**src/rtl/disp_pkg.sv**
```systemverilog
// Shared display constants for the multiplexed seven-segment scanner:
// digit geometry, the active-low digit-enable table and leading-zero blanking.
package disp_pkg;

    localparam int NUM_DIGITS = 4;
    localparam int DIGIT_W    = 4;
    localparam int IDX_W      = $clog2(NUM_DIGITS);
    localparam int VALUE_W    = NUM_DIGITS * DIGIT_W;

    localparam logic [NUM_DIGITS-1:0] DIG_EN_N_TBL [NUM_DIGITS] =
        '{4'b1110, 4'b1101, 4'b1011, 4'b0111};
    localparam logic [NUM_DIGITS-1:0] DIG_OFF_N = 4'b1111;

    // Bit n set means digit n is a leading zero to suppress; digit0 always shows.
    function automatic logic [NUM_DIGITS-1:0] lead_zero_blank(
        input logic [VALUE_W-1:0] v,
        input logic               en
    );
        logic [NUM_DIGITS-1:0] lz;
        lz = 4'b0000;
        if (en) begin
            lz[3] = (v[15:12] == 4'h0);
            lz[2] = (v[15:8]  == 8'h00);
            lz[1] = (v[15:4]  == 12'h000);
            lz[0] = 1'b0;
        end else begin
            lz = 4'b0000;
        end
        return lz;
    endfunction

endpackage

```
**src/rtl/scan_prescaler.sv**
```systemverilog
// Slot-length prescaler: counts 0..CLK_DIV-1 and flags the last cycle of each slot.
module scan_prescaler #(
    parameter int CLK_DIV = 1000
) (
    input  logic clk,
    input  logic rst,
    output logic tick
);

    localparam int                CNT_W    = (CLK_DIV > 1) ? $clog2(CLK_DIV) : 1;
    localparam logic [CNT_W-1:0]  CNT_LAST = CNT_W'(CLK_DIV - 1);

    logic [CNT_W-1:0] count_r;
    logic             last_s;

    // Decode the terminal count.
    always_comb begin
        last_s = (count_r == CNT_LAST);
    end

    // Free-running slot counter, wrapping at the terminal count.
    always_ff @(posedge clk) begin
        if (rst) begin
            count_r <= {CNT_W{1'b0}};
        end else if (last_s) begin
            count_r <= {CNT_W{1'b0}};
        end else begin
            count_r <= count_r + CNT_W'(1);
        end
    end

    assign tick = last_s;

endmodule

```
**src/rtl/seven_seg_scanner.sv**
```systemverilog
// Four-digit multiplexed display scanner with frame-aligned value updates
// and optional leading-zero blanking.
module seven_seg_scanner
    import disp_pkg::*;
#(
    parameter int CLK_DIV = 1000
) (
    input  logic                  clk,
    input  logic                  rst,
    input  logic [VALUE_W-1:0]    value,
    input  logic [NUM_DIGITS-1:0] dp_in,
    input  logic                  load,
    input  logic                  blank_lz,
    output logic [DIGIT_W-1:0]    nibble,
    output logic [NUM_DIGITS-1:0] dig_en_n,
    output logic                  dp,
    output logic                  blank,
    output logic                  tick,
    output logic                  pending
);

    logic                  tick_s;
    logic                  frame_end_s;
    logic [IDX_W-1:0]      idx_r;
    logic [VALUE_W-1:0]    disp_val_r;
    logic [NUM_DIGITS-1:0] disp_dp_r;
    logic [VALUE_W-1:0]    pend_val_r;
    logic [NUM_DIGITS-1:0] pend_dp_r;
    logic                  pending_r;
    logic [NUM_DIGITS-1:0] lz_blank_s;

    scan_prescaler #(
        .CLK_DIV (CLK_DIV)
    ) u_prescaler (
        .clk  (clk),
        .rst  (rst),
        .tick (tick_s)
    );

    // The last tick of digit3 closes a frame; only then may the display change.
    always_comb begin
        frame_end_s = tick_s && (idx_r == 2'd3);
    end

    // Active digit index, advanced once per slot.
    always_ff @(posedge clk) begin
        if (rst) begin
            idx_r <= 2'd0;
        end else if (tick_s) begin
            idx_r <= idx_r + 2'd1;
        end else begin
            idx_r <= idx_r;
        end
    end

    // Pending capture and frame-boundary transfer; a load on the transfer edge
    // stays pending because the display takes the pre-edge pending contents.
    always_ff @(posedge clk) begin
        if (rst) begin
            disp_val_r <= 16'h0000;
            disp_dp_r  <= 4'b0000;
            pend_val_r <= 16'h0000;
            pend_dp_r  <= 4'b0000;
            pending_r  <= 1'b0;
        end else begin
            if (frame_end_s && pending_r) begin
                disp_val_r <= pend_val_r;
                disp_dp_r  <= pend_dp_r;
            end else begin
                disp_val_r <= disp_val_r;
                disp_dp_r  <= disp_dp_r;
            end
            if (load) begin
                pend_val_r <= value;
                pend_dp_r  <= dp_in;
                pending_r  <= 1'b1;
            end else if (frame_end_s) begin
                pending_r  <= 1'b0;
            end else begin
                pending_r  <= pending_r;
            end
        end
    end

    // Leading-zero map of the shown value; blank_lz is applied live.
    always_comb begin
        lz_blank_s = lead_zero_blank(disp_val_r, blank_lz);
    end

    // Select the active digit straight from the display register.
    always_comb begin
        nibble   = 4'h0;
        dig_en_n = DIG_OFF_N;
        dp       = 1'b0;
        blank    = lz_blank_s[idx_r];
        case (idx_r)
            2'd0:    nibble = disp_val_r[3:0];
            2'd1:    nibble = disp_val_r[7:4];
            2'd2:    nibble = disp_val_r[11:8];
            2'd3:    nibble = disp_val_r[15:12];
            default: nibble = 4'h0;
        endcase
        if (blank) begin
            dig_en_n = DIG_OFF_N;
            dp       = 1'b0;
        end else begin
            dig_en_n = DIG_EN_N_TBL[idx_r];
            dp       = disp_dp_r[idx_r];
        end
    end

    assign tick    = tick_s;
    assign pending = pending_r;

endmodule

```
**config.mk**
```make
export PLATFORM = sky130hd
export DESIGN_NAME = seven_seg_scanner
export DESIGN_NICKNAME = d
export VERILOG_FILES = /design/src/rtl/disp_pkg.sv /design/src/rtl/scan_prescaler.sv /design/src/rtl/seven_seg_scanner.sv
export SDC_FILE = /design/constraint.sdc
export NUM_CORES = 1
export LEC_CHECK = 0
export ABC_AREA = 1
export BUFFER_PORTS_ARGS = -buffer_cell sky130_fd_sc_hd__clkbuf_2
export CAP_MARGIN = 0
export CORE_MARGIN = 1.5
export CORE_UTILIZATION = 55
export DETAILED_ROUTE_END_ITERATION = 8
export GPL_TIMING_DRIVEN = 1
export PLACE_DENSITY = 0.78
export SKIP_LAST_GASP = 1
export SLEW_MARGIN = 20
export SYNTH_ARGS = -nofsm -noshare
export SYNTH_HDL_FRONTEND = slang
export SYNTH_SLANG_ARGS = --single-unit
export TNS_END_PERCENT = 50
```
**constraint.sdc**
```tcl
create_clock -name clk -period 2.9 [get_ports clk]
set_input_delay 0.145 -clock clk [delete_from_list [all_inputs] [get_ports clk]]
set_output_delay 0.145 -clock clk [all_outputs]
set_load 0.02 [all_outputs]
```
==> results.sh, run 1 <==
export IMPL_outcome="completed"
export IMPL_htree_num_levels=2
export IMPL_first_global_vias=1640
export IMPL_timing_final_crit_period_ps=1980
export IMPL_grt_max_degree=42
export IMPL_holdCritStartpoint="rst"
export IMPL_yosys_area_top_type_share_pct=45.4
export IMPL_max_clock_path_buffers=2
export IMPL_crit_path_start_kind="register"
export IMPL_area_growth_pct=11.7
export IMPL_detail_route_vias_per_cell=4.95
export IMPL_worst_ep_arrival_time_ps=2190
export IMPL_finalHoldViolations=0
export IMPL_yosysSeqAreaShare_pct=45.4
export IMPL_rows=23
export IMPL_wl_per_cell_um=10.9
export IMPL_skew_ps=4.78
export IMPL_crit_reg2reg_launch="u_prescaler.count_r[0]"
export IMPL_setup_tns_ps=0
export IMPL_worst_ir_drop_vdd_mv=0.317
export IMPL_timing_worst_setup_path_type="register to register"
export IMPL_top_level_port_count=36
export IMPL_drt_iter0_drc=125
export IMPL_number_of_antenna_violations_at_the_first_check_in_global_routing=0
export IMPL_top_cell_family_by_delay_on_the_critical_path="simple AND/OR/NAND/NOR gates"
export IMPL_globalplace_congestion=0.846
export IMPL_number_of_nets_produced_by_synthesis=355
export IMPL_drt_wl_total_mm=4.42
export IMPL_die_height_um=68.2
export IMPL_max_stage_delay_ps=570
export IMPL_flip_flop_and_latch_count_after_synthesis=53
export IMPL_finalSetupViolations=0
export IMPL_finalHoldWorstSlack_ps=15.7
export IMPL_rsz0062_at_grt="no"
export IMPL_cts_tree="done"
export IMPL_avgSynthCellArea_um2=7.20
export IMPL_clock_pin_slew_on_the_worst_setup_and_hold_paths_ps=90
export IMPL_r2r_setup_slack_ps=920
export IMPL_clk_latency_ps=300
export IMPL_post_cts_buffers=0
export IMPL_port_buffer_count=35
export IMPL_synth_edf_count=0
export IMPL_syn_area_mm2=0.00234
export IMPL_global_route_usage_total_pct=21.0
export IMPL_drive_above_1_share_pct=14.9
export IMPL_design_final_nets=385
export IMPL_synth_async_reset_ratio_pct=0
export IMPL_grt_first_pass_wirelength_mm=7.37
export IMPL_cts_sinks=53
export IMPL_yosys_area_top_type="sky130_fd_sc_hd__dfxtp_1"
export IMPL_static_leakage_power_nw=1.08
export IMPL_cts_hold_fix_buffers=0
export IMPL_yosys_most_used_dff="sky130_fd_sc_hd__dfxtp_1"
export IMPL_relative_slew_slack_pct=37.7
export IMPL_timing_rr_end="disp_dp_r[2]"
export IMPL_worst_slew_pin_slew_ps=933
export IMPL_die_area_mm2=0.00465
export IMPL_crit_path_cell_trace="ha_1 -> inv_1 -> nor2_2 -> nand3_4 -> nor2_2 -> nand3_1 -> nand2_1 -> nor2_1"
export IMPL_yosysWarnings=0
export IMPL_start_util_pct=57.6
export IMPL_fmaxAchievable_mhz=506
export IMPL_synth_lib_cells_used_distinct=22
export IMPL_hold_path_endpoint="pending"
export IMPL_worst_r2r_cell_count=8
export IMPL_critPathMaxFanout=20
export IMPL_grt_overflow_total=0
export IMPL_timing_hold_worst_path_depth=2
export IMPL_worst_endpoint_required_ps=3110
export IMPL_final_min_period_over_clock_period_pct=68.2
export IMPL_synth_cells_most_frequent="sky130_fd_sc_hd__nor2_1 (54), sky130_fd_sc_hd__dfxtp_1 (53), sky130_fd_sc_hd__nand2_1 (43), sky130_fd_sc_hd__inv_1 (42)"
export IMPL_antenna_left=0
export IMPL_floorplan_core_area_mm2=0.00406
export IMPL_clk_root_buffer_cell="sky130_fd_sc_hd__clkbuf_8"
export IMPL_yosys_cell_count_top_type="sky130_fd_sc_hd__nor2_1"
export IMPL_critical_path_slowest_cell="sky130_fd_sc_hd__nor2_2"
export IMPL_ctsResizeCount=0
export IMPL_drt_pass1_iter_count=4
export IMPL_die_w_um=68.2
export IMPL_worst_path_most_repeated_cell="sky130_fd_sc_hd__nor2_2"
export IMPL_critical_path_endpoint_type="register"
export IMPL_number_of_buffers_created_by_cts=5
export IMPL_min_path_type="input port to register"
export IMPL_synthCells=325
export IMPL_antenna_cells=0
export IMPL_path_buf_inv=1
export IMPL_route_detailed_drc=0
export IMPL_timing_final_max_slew_violations=0
export IMPL_pd_cells_mw_per_mm2=489
export IMPL_dp_hpwl_mm=3.24
export IMPL_post_synth_main_area_contributors="sky130_fd_sc_hd__dfxtp_1 (45%), sky130_fd_sc_hd__nor2_1 (8.7%), sky130_fd_sc_hd__a21oi_1 (7.3%)"
export IMPL_drv_cap=0
export IMPL_detailroute_via_count=2011
==> flip-flops by register name, summed over array words and instances, names as in the netlist <==
name                 cells
u_prescaler.count_r     10
pending                  1
disp_val_r              16
disp_dp_r                4
pend_val_r              16
pend_dp_r                4
idx_r                    2
==> worst register-to-register path: stages (launching register included) <==
cell and delay [ps]:
sky130_fd_sc_hd__dfxtp_1 430, sky130_fd_sc_hd__ha_1 220, sky130_fd_sc_hd__inv_1 60, sky130_fd_sc_hd__nor2_2 140
sky130_fd_sc_hd__nand3_4 140, sky130_fd_sc_hd__nor2_2 570, sky130_fd_sc_hd__nand3_1 180, sky130_fd_sc_hd__nand2_1 100
sky130_fd_sc_hd__nor2_1 40
==> worst max-delay path by stage <==
stage | end | depth (start not counted) | from
after CTS | disp_dp_r[2] | 8 | u_prescaler.count_r[0]
after global routing | disp_val_r[9] | 8 | u_prescaler.count_r[0]
after global placement | disp_val_r[3] | 8 | u_prescaler.count_r[0]
final | disp_dp_r[2] | 8 | u_prescaler.count_r[0]
after floorplan | nibble[1] | 6 | idx_r[0]
after detailed placement | disp_val_r[2] | 8 | u_prescaler.count_r[0]
==> metrics by stage <==
stage | instances | setup slack, ps | power [mW] | utilization, % | instance area [um^2]
detailed placement | 398 | 930 | 0.866 | 62.0 | 2520
finish | 406 | 924 | 1.28 | 64.4 | 2610
floorplan | 325 | 1370 | 0.835 | - | 2340
global route | 406 | 680 | 1.33 | 64.4 | 2610
global placement | 398 | 978 | 0.863 | 62.0 | 2520
CTS | 406 | 907 | 1.29 | 64.4 | 2610
==> per-layer routing <==
layer / up-vias / track usage, % / wire length (um)
met4: 0 / 5.75 / 52
li1: 1097 / - / -
met3: 5 / 5.26 / 243
met1: 855 / 32.5 / 2430
met5: - / 0 / 0
met2: 54 / 28.5 / 1700
==> cells by family (layout without fill, tap and decap cells) <==
group	after synthesis	count (layout)	synth area share, %
DFF	53	53	45.4
AOI/OAI and AO/OA	70	70	15.1
and+or+nand+nor	138	138	25.8
xor gates and xnor gates	1	1	0.375
buffers and inverters	57	88	10.1
adders and majority gates	6	6	3.21
==> cell type report <==
cell class | instances | area [um^2]
inverters | 43 | 161
fillers | 361 | 1450
clock inverters | 2 | 13.8
repair buffers | 37 | 190
flip-flops and latches | 53 | 1060
well taps | 50 | 62.6
clock buffers | 6 | 82.6
multi-input cells | 215 | 1040
==> cells in the final DEF (no fill, tap or decap) <==
master and n:
sky130_fd_sc_hd__nor2_1 54, sky130_fd_sc_hd__dfxtp_1 53, sky130_fd_sc_hd__nand2_1 43, sky130_fd_sc_hd__inv_1 42
sky130_fd_sc_hd__clkbuf_2 35, sky130_fd_sc_hd__o21ai_0 34, sky130_fd_sc_hd__a21oi_1 34, sky130_fd_sc_hd__nand3_1 26
sky130_fd_sc_hd__ha_1 6, sky130_fd_sc_hd__clkbuf_8 6, sky130_fd_sc_hd__nor3_1 4, sky130_fd_sc_hd__nor2_2 3
sky130_fd_sc_hd__nand4_1 3, sky130_fd_sc_hd__o22ai_1 2, sky130_fd_sc_hd__or2_2 2, sky130_fd_sc_hd__buf_4 2
sky130_fd_sc_hd__nand2_2 1, sky130_fd_sc_hd__nand3_4 1, sky130_fd_sc_hd__clkinv_1 1, sky130_fd_sc_hd__xor2_1 1
sky130_fd_sc_hd__nor3_4 1, sky130_fd_sc_hd__clkinv_4 1, sky130_fd_sc_hd__clkinv_2 1
==> power by group <==
part	switching, mW	internal (mW)	total [mW]
Combinational	0.0561	0.0328	0.0889
Clock	0.234	0.194	0.428
Sequential	0.00888	0.751	0.760
No activity file was read; power rests on OpenSTA's default activity.
==> run 2, diff against run 1 <==
CORE_UTILIZATION = 50   (was 55)
PLACE_DENSITY = 0.74   (was 0.78)
clock period = 1.74 ns   (was 2.9 ns; I/O delays follow)
==> results.sh, run 2 (same netlist as run 1, synthesis figures left out) <==
export IMPL_outcome="completed"
export IMPL_antenna_left=0
export IMPL_stdcell_area_mm2=0.00272
export IMPL_antenna_cells=0
export IMPL_drv_cap=0
export IMPL_floorplan_core_area_mm2=0.00441
export IMPL_multi_input_area_mm2=0.00105
export IMPL_timing_final_max_slew_violations=0
export IMPL_top_level_port_count=36
export IMPL_dp_cells=405
export IMPL_detail_route_vias_per_cell=4.99
export IMPL_critical_path_endpoint_type="output port"
export IMPL_area_growth_pct=16.3
export IMPL_rows=24
export IMPL_max_clock_path_buffers=2
export IMPL_globalplace_congestion=0.876
export IMPL_first_global_vias=1780
export IMPL_static_leakage_power_nw=1.12
export IMPL_worst_endpoint_required_ps=1650
export IMPL_clk_root_buffer_cell="sky130_fd_sc_hd__clkbuf_8"
export IMPL_dp_hpwl_mm=3.46
export IMPL_worst_ep_arrival_time_ps=1590
export IMPL_reg_largest_list="disp_val_r x16, pend_val_r x16, u_prescaler.count_r x10"
export IMPL_wl_per_cell_um=11.1
export IMPL_crit_path_start_kind="register"
export IMPL_global_route_usage_total_pct=19.6
export IMPL_critPathMaxFanout=6
export IMPL_detailroute_via_count=2067
export IMPL_route_detailed_drc=0
export IMPL_htree_num_levels=2
export IMPL_finalHoldViolations=0
export IMPL_drt_iter0_drc=82
export IMPL_placement_setup_worst_slack_ps=178
export IMPL_finalSetupViolations=0
export IMPL_setup_tns_ps=0
export IMPL_start_util_pct=53.0
export IMPL_cts_tree="done"
export IMPL_layoutNonFillerInstCount=414
export IMPL_drt_wl_total_mm=4.60
export IMPL_grt_max_degree=42
export IMPL_clk_latency_ps=300
export IMPL_layout_cells_most_common="sky130_fd_sc_hd__nor2_1"
export IMPL_number_of_buffers_created_by_cts=5
export IMPL_most_common_layout_cells="sky130_fd_sc_hd__nor2_1 (54), sky130_fd_sc_hd__dfxtp_1 (52), sky130_fd_sc_hd__nand2_1 (43), sky130_fd_sc_hd__inv_1 (40), sky130_fd_sc_hd__a21oi_1 (34)"
export IMPL_cts_sinks=53
export IMPL_grt_first_pass_wirelength_mm=7.96
export IMPL_min_path_type="input port to register"
export IMPL_timing_worst_setup_path_type="register to output port"
export IMPL_timing_final_crit_period_ps=1680
export IMPL_rsz0062_at_grt="yes"
export IMPL_drt_pass1_iter_count=4
export IMPL_number_of_antenna_violations_at_the_first_check_in_global_routing=0
export IMPL_sequential_cell_area_mm2=0.00106
export IMPL_r2r_setup_slack_ps=160
export IMPL_worst_slew_pin_slew_ps=345
export IMPL_die_area_mm2=0.00510
export IMPL_die_height_um=71.4
export IMPL_worst_ir_drop_vdd_mv=0.587
export IMPL_final_min_period_over_clock_period_pct=96.6
export IMPL_skew_ps=6.47
export IMPL_fin_ws_ps=60.0
export IMPL_layout_filler_cells=402
export IMPL_clock_pin_slew_on_the_worst_setup_and_hold_paths_ps=90
export IMPL_die_w_um=71.4
export IMPL_design_final_nets=392
export IMPL_relative_slew_slack_pct=76.9
export IMPL_fmaxAchievable_mhz=595
export IMPL_place_area_mm2=0.00258
export IMPL_drive_above_1_share_pct=17.4
export IMPL_pd_cells_mw_per_mm2=813
export IMPL_port_buffer_count=35
export IMPL_total_power_mw=2.21
export IMPL_grt_overflow_total=0
## run 2: changes by cell type in the layout (fill, tap and decap cells not counted), sizes merged
cell,before,now
buf,2,10
bufinv,0,1
clkbuf,41,38
clkinv,3,2
clkinvlp,0,1
dlygate4sd3,0,1
inv,42,41
## run 2: repair_timing
action | 4_1_cts | 5_1_grt
setup buffers | 0 | 1
endpoints found under the setup margin | 4 | 6
endpoints found under the hold margin | 1 | 0
hold buffers | 1 | 0
gates resized for setup | 0 | 9
pin swaps | 0 | 0
## run 2: stage by stage
step | utilization, % | hold WS [ps]
floorplan | - | 156
global placement | 58.5 | 281
detailed placement | 58.5 | 284
CTS | 61.1 | 49.8
global route | 61.6 | 69.4
finish | 61.6 | 61.9
## run 2: power breakdown
group          leakage, nW  internal (mW)  switching, mW
registers            0.434           1.25         0.0142
clock network       0.0540          0.418          0.370
logic                0.637         0.0609         0.0952
total                 1.12           1.73          0.480
## run 2: per-layer routing
metal  track usage [%]  vias to the layer above  share of wire, %
met3              4.78                        4               5.8
met1              29.6                      891                54
li1                  -                     1118                 -
met4              7.34                        0              0.85
met2              26.9                       54                39
met5                 0                        -                 0
## run 2: worst paths after layout
check / start / end / cells after the start
worst max-delay path: idx_r[0] / nibble[1] / 6
worst min-delay path: value[6] / pend_val_r[6] / 3
worst max register to register: u_prescaler.count_r[1] / disp_val_r[6] / 9
worst min register to register: pend_val_r[12] / pend_val_r[12] / 2
## run 2: layout make-up
| type | count | area share, % |
|---|---|---|
| sequential | 53 | 39.1 |
| multi-input combinational | 215 | 38.6 |
| timing repair buffer | 44 | 9.94 |
| inverter | 43 | 6.17 |
| clock buffer | 5 | 2.53 |
| tap | 52 | 2.39 |
| clock inverter | 2 | 1.29 |
## run 2: critical path, cell delays in order, from the launching register on
cell and delay (ps):
sky130_fd_sc_hd__dfxtp_2 410, sky130_fd_sc_hd__ha_2 260, sky130_fd_sc_hd__clkinvlp_4 130, sky130_fd_sc_hd__o22ai_1 120, sky130_fd_sc_hd__a21oi_1 60, sky130_fd_sc_hd__o21ai_0 140, sky130_fd_sc_hd__clkbuf_2 190
==> run 3, diff against run 2 <==
CTS_BUF_LIST = sky130_fd_sc_hd__clkbuf_16   (was unset)
==> results.sh, run 3 (same netlist as run 1, synthesis figures left out) <==
export IMPL_first_global_vias=1775
export IMPL_critical_path_endpoint_type="output port"
export IMPL_most_common_layout_cells="sky130_fd_sc_hd__nor2_1 (54), sky130_fd_sc_hd__dfxtp_1 (52), sky130_fd_sc_hd__nand2_1 (43), sky130_fd_sc_hd__inv_1 (40), sky130_fd_sc_hd__a21oi_1 (34)"
export IMPL_crit_path_cell_trace="inv_2 -> ha_1 -> inv_1 -> o21ai_0 -> a21oi_1 -> o21ai_0 -> buf_2"
export IMPL_switchingPower_mw=0.504
export IMPL_skew_ps=3.32
export IMPL_die_height_um=71.4
export IMPL_timing_worst_setup_path_type="register to output port"
export IMPL_worst_slew_pin_slew_ps=336
export IMPL_timing_final_crit_period_ps=1690
export IMPL_cts_tree="done"
export IMPL_finalHoldViolations=0
export IMPL_dp_hpwl_mm=3.46
export IMPL_drv_cap=0
export IMPL_grt_overflow_total=0
export IMPL_route_detailed_drc=0
export IMPL_fmaxAchievable_mhz=593
export IMPL_clock_pin_slew_on_the_worst_setup_and_hold_paths_ps=60
export IMPL_grt_first_pass_wirelength_mm=8.04
export IMPL_fraction_of_power_consumed_by_sequential_logic_pct=51.0
export IMPL_static_leakage_power_nw=1.15
export IMPL_power_share_switching_pct=20.3
export IMPL_die_area_mm2=0.00510
export IMPL_worst_ir_drop_vdd_mv=0.661
export IMPL_htree_num_levels=2
export IMPL_critical_path_slowest_cell="sky130_fd_sc_hd__dfxtp_2"
export IMPL_p_int_mw=1.98
export IMPL_number_of_antenna_violations_at_the_first_check_in_global_routing=0
export IMPL_combPwrFrac_pct=6.3
export IMPL_detail_route_vias_per_cell=4.97
export IMPL_critPathMaxFanout=8
export IMPL_port_buffer_count=35
export IMPL_layoutNonFillerInstCount=414
export IMPL_drt_pass1_iter_count=4
export IMPL_rows=24
export IMPL_outcome="completed"
export IMPL_min_path_type="input port to register"
export IMPL_layout_cells_most_common="sky130_fd_sc_hd__nor2_1"
export IMPL_drt_wl_total_mm=4.61
export IMPL_dp_cells=405
export IMPL_worst_ep_arrival_time_ps=1600
export IMPL_pd_cells_mw_per_mm2=896
export IMPL_design_final_nets=392
export IMPL_final_min_period_over_clock_period_pct=96.9
export IMPL_grt_max_degree=42
export IMPL_layout_filler_cells=392
export IMPL_clk_root_buffer_cell="sky130_fd_sc_hd__clkbuf_16"
export IMPL_drive_above_1_share_pct=17.4
export IMPL_worst_path_most_repeated_cell="sky130_fd_sc_hd__o21ai_0"
export IMPL_reg_largest_list="disp_val_r x16, pend_val_r x16, u_prescaler.count_r x10"
export IMPL_max_stage_delay_ps=350
export IMPL_finalSetupViolations=0
export IMPL_area_growth_pct=18.6
export IMPL_antenna_cells=0
export IMPL_wl_per_cell_um=11.1
export IMPL_start_util_pct=53.0
export IMPL_rsz0062_at_grt="yes"
export IMPL_clk_latency_ps=280
export IMPL_die_w_um=71.4
export IMPL_top_level_port_count=36
export IMPL_finalHoldWorstSlack_ps=80.0
export IMPL_portion_of_total_power_attributed_to_the_clock_network_pct=42.7
export IMPL_relative_slew_slack_pct=77.5
export IMPL_max_clock_path_buffers=2
export IMPL_floorplan_core_area_mm2=0.00441
export IMPL_worst_endpoint_required_ps=1650
export IMPL_drt_iter0_drc=100
export IMPL_post_route_util_pct=62.8
export IMPL_number_of_buffers_created_by_cts=5
export IMPL_global_route_usage_total_pct=19.7
export IMPL_globalplace_congestion=0.876
export IMPL_crit_path_start_kind="register"
export IMPL_cts_sinks=53
export IMPL_timing_final_max_slew_violations=0
export IMPL_detailroute_via_count=2057
export IMPL_antenna_left=0
==> run 3: changes by cell type in the layout (fill, tap and decap cells not counted) <==
cell | before | now
sky130_fd_sc_hd__clkbuf_16 | 0 | 5
sky130_fd_sc_hd__clkbuf_8 | 5 | 0
sky130_fd_sc_hd__inv_2 | 0 | 1
sky130_fd_sc_hd__inv_4 | 1 | 0
==> run 3: per-layer routing <==
layer	global-route usage, %	wire length, um	vias to the layer above
met5	0	0	-
met3	4.78	277	4
met4	6.08	45	0
li1	-	-	1116
met2	27.8	1870	58
met1	29.6	2430	879
==> run 3: final cells by class <==
class / count / area (um^2) / share of cell area (%)
Multi-Input combinational cell: 215 / 1050 / 37.9
Tap cell: 52 / 65.1 / 2.35
Timing Repair Buffer: 44 / 270 / 9.75
Clock buffer: 5 / 125 / 4.51
Sequential cell: 53 / 1060 / 38.3
Clock inverter: 2 / 35.0 / 1.26
Inverter: 43 / 165 / 5.96
==> run 3: what timing repair did <==
item / in CTS / in global routing
gates resized for setup: 0 / 8
hold buffers: 1 / 0
hold endpoints to repair: 1 / 0
endpoints found under the setup margin: 3 / 5
setup buffers: 0 / 1
==> run 3: power groups by stage <==
stage / clock (mW) / combinational (mW) / sequential (mW)
2_1_floorplan: 0 / 0.0961 / 1.29
3_3_place_gp: 0 / 0.153 / 1.29
3_5_place_dp: 0 / 0.154 / 1.29
4_1_cts: 1.09 / 0.157 / 1.27
6_report: 1.06 / 0.156 / 1.27
5_1_grt: 1.13 / 0.183 / 1.27
==> run 3: final timing paths <==
| kind | startpoint | slack (ps) | to | depth (start not counted) |
|---|---|---|---|---|
| worst min-delay path | dp_in[2] | 80 | pend_dp_r[2] | 3 |
| worst max-delay path | idx_r[0] | 50 | nibble[3] | 7 |
| worst min register to register | pend_val_r[11] | 460 | pend_val_r[11] | 2 |
| worst max register to register | u_prescaler.count_r[1] | 170 | disp_val_r[13] | 9 |
==> run 3: critical path: cells and delay by family, from the launching register on <==
family | cells | cell delay, ps
adders and majority gates | 1 | 180
AOI/OAI and AO/OA | 3 | 410
DFF | 1 | 350
buffers and inverters | 3 | 390
==> run 3: stage by stage <==
step	setup WS, ps	power (mW)	TNS (ps)	cell area, um^2
detailed placement	178	1.45	0	2580
global route	-27.2	2.58	-62.9	2770
global placement	246	1.44	0	2580
CTS	-20.6	2.51	-49.3	2750
floorplan	265	1.39	0	2340
finish	54.6	2.48	0	2770
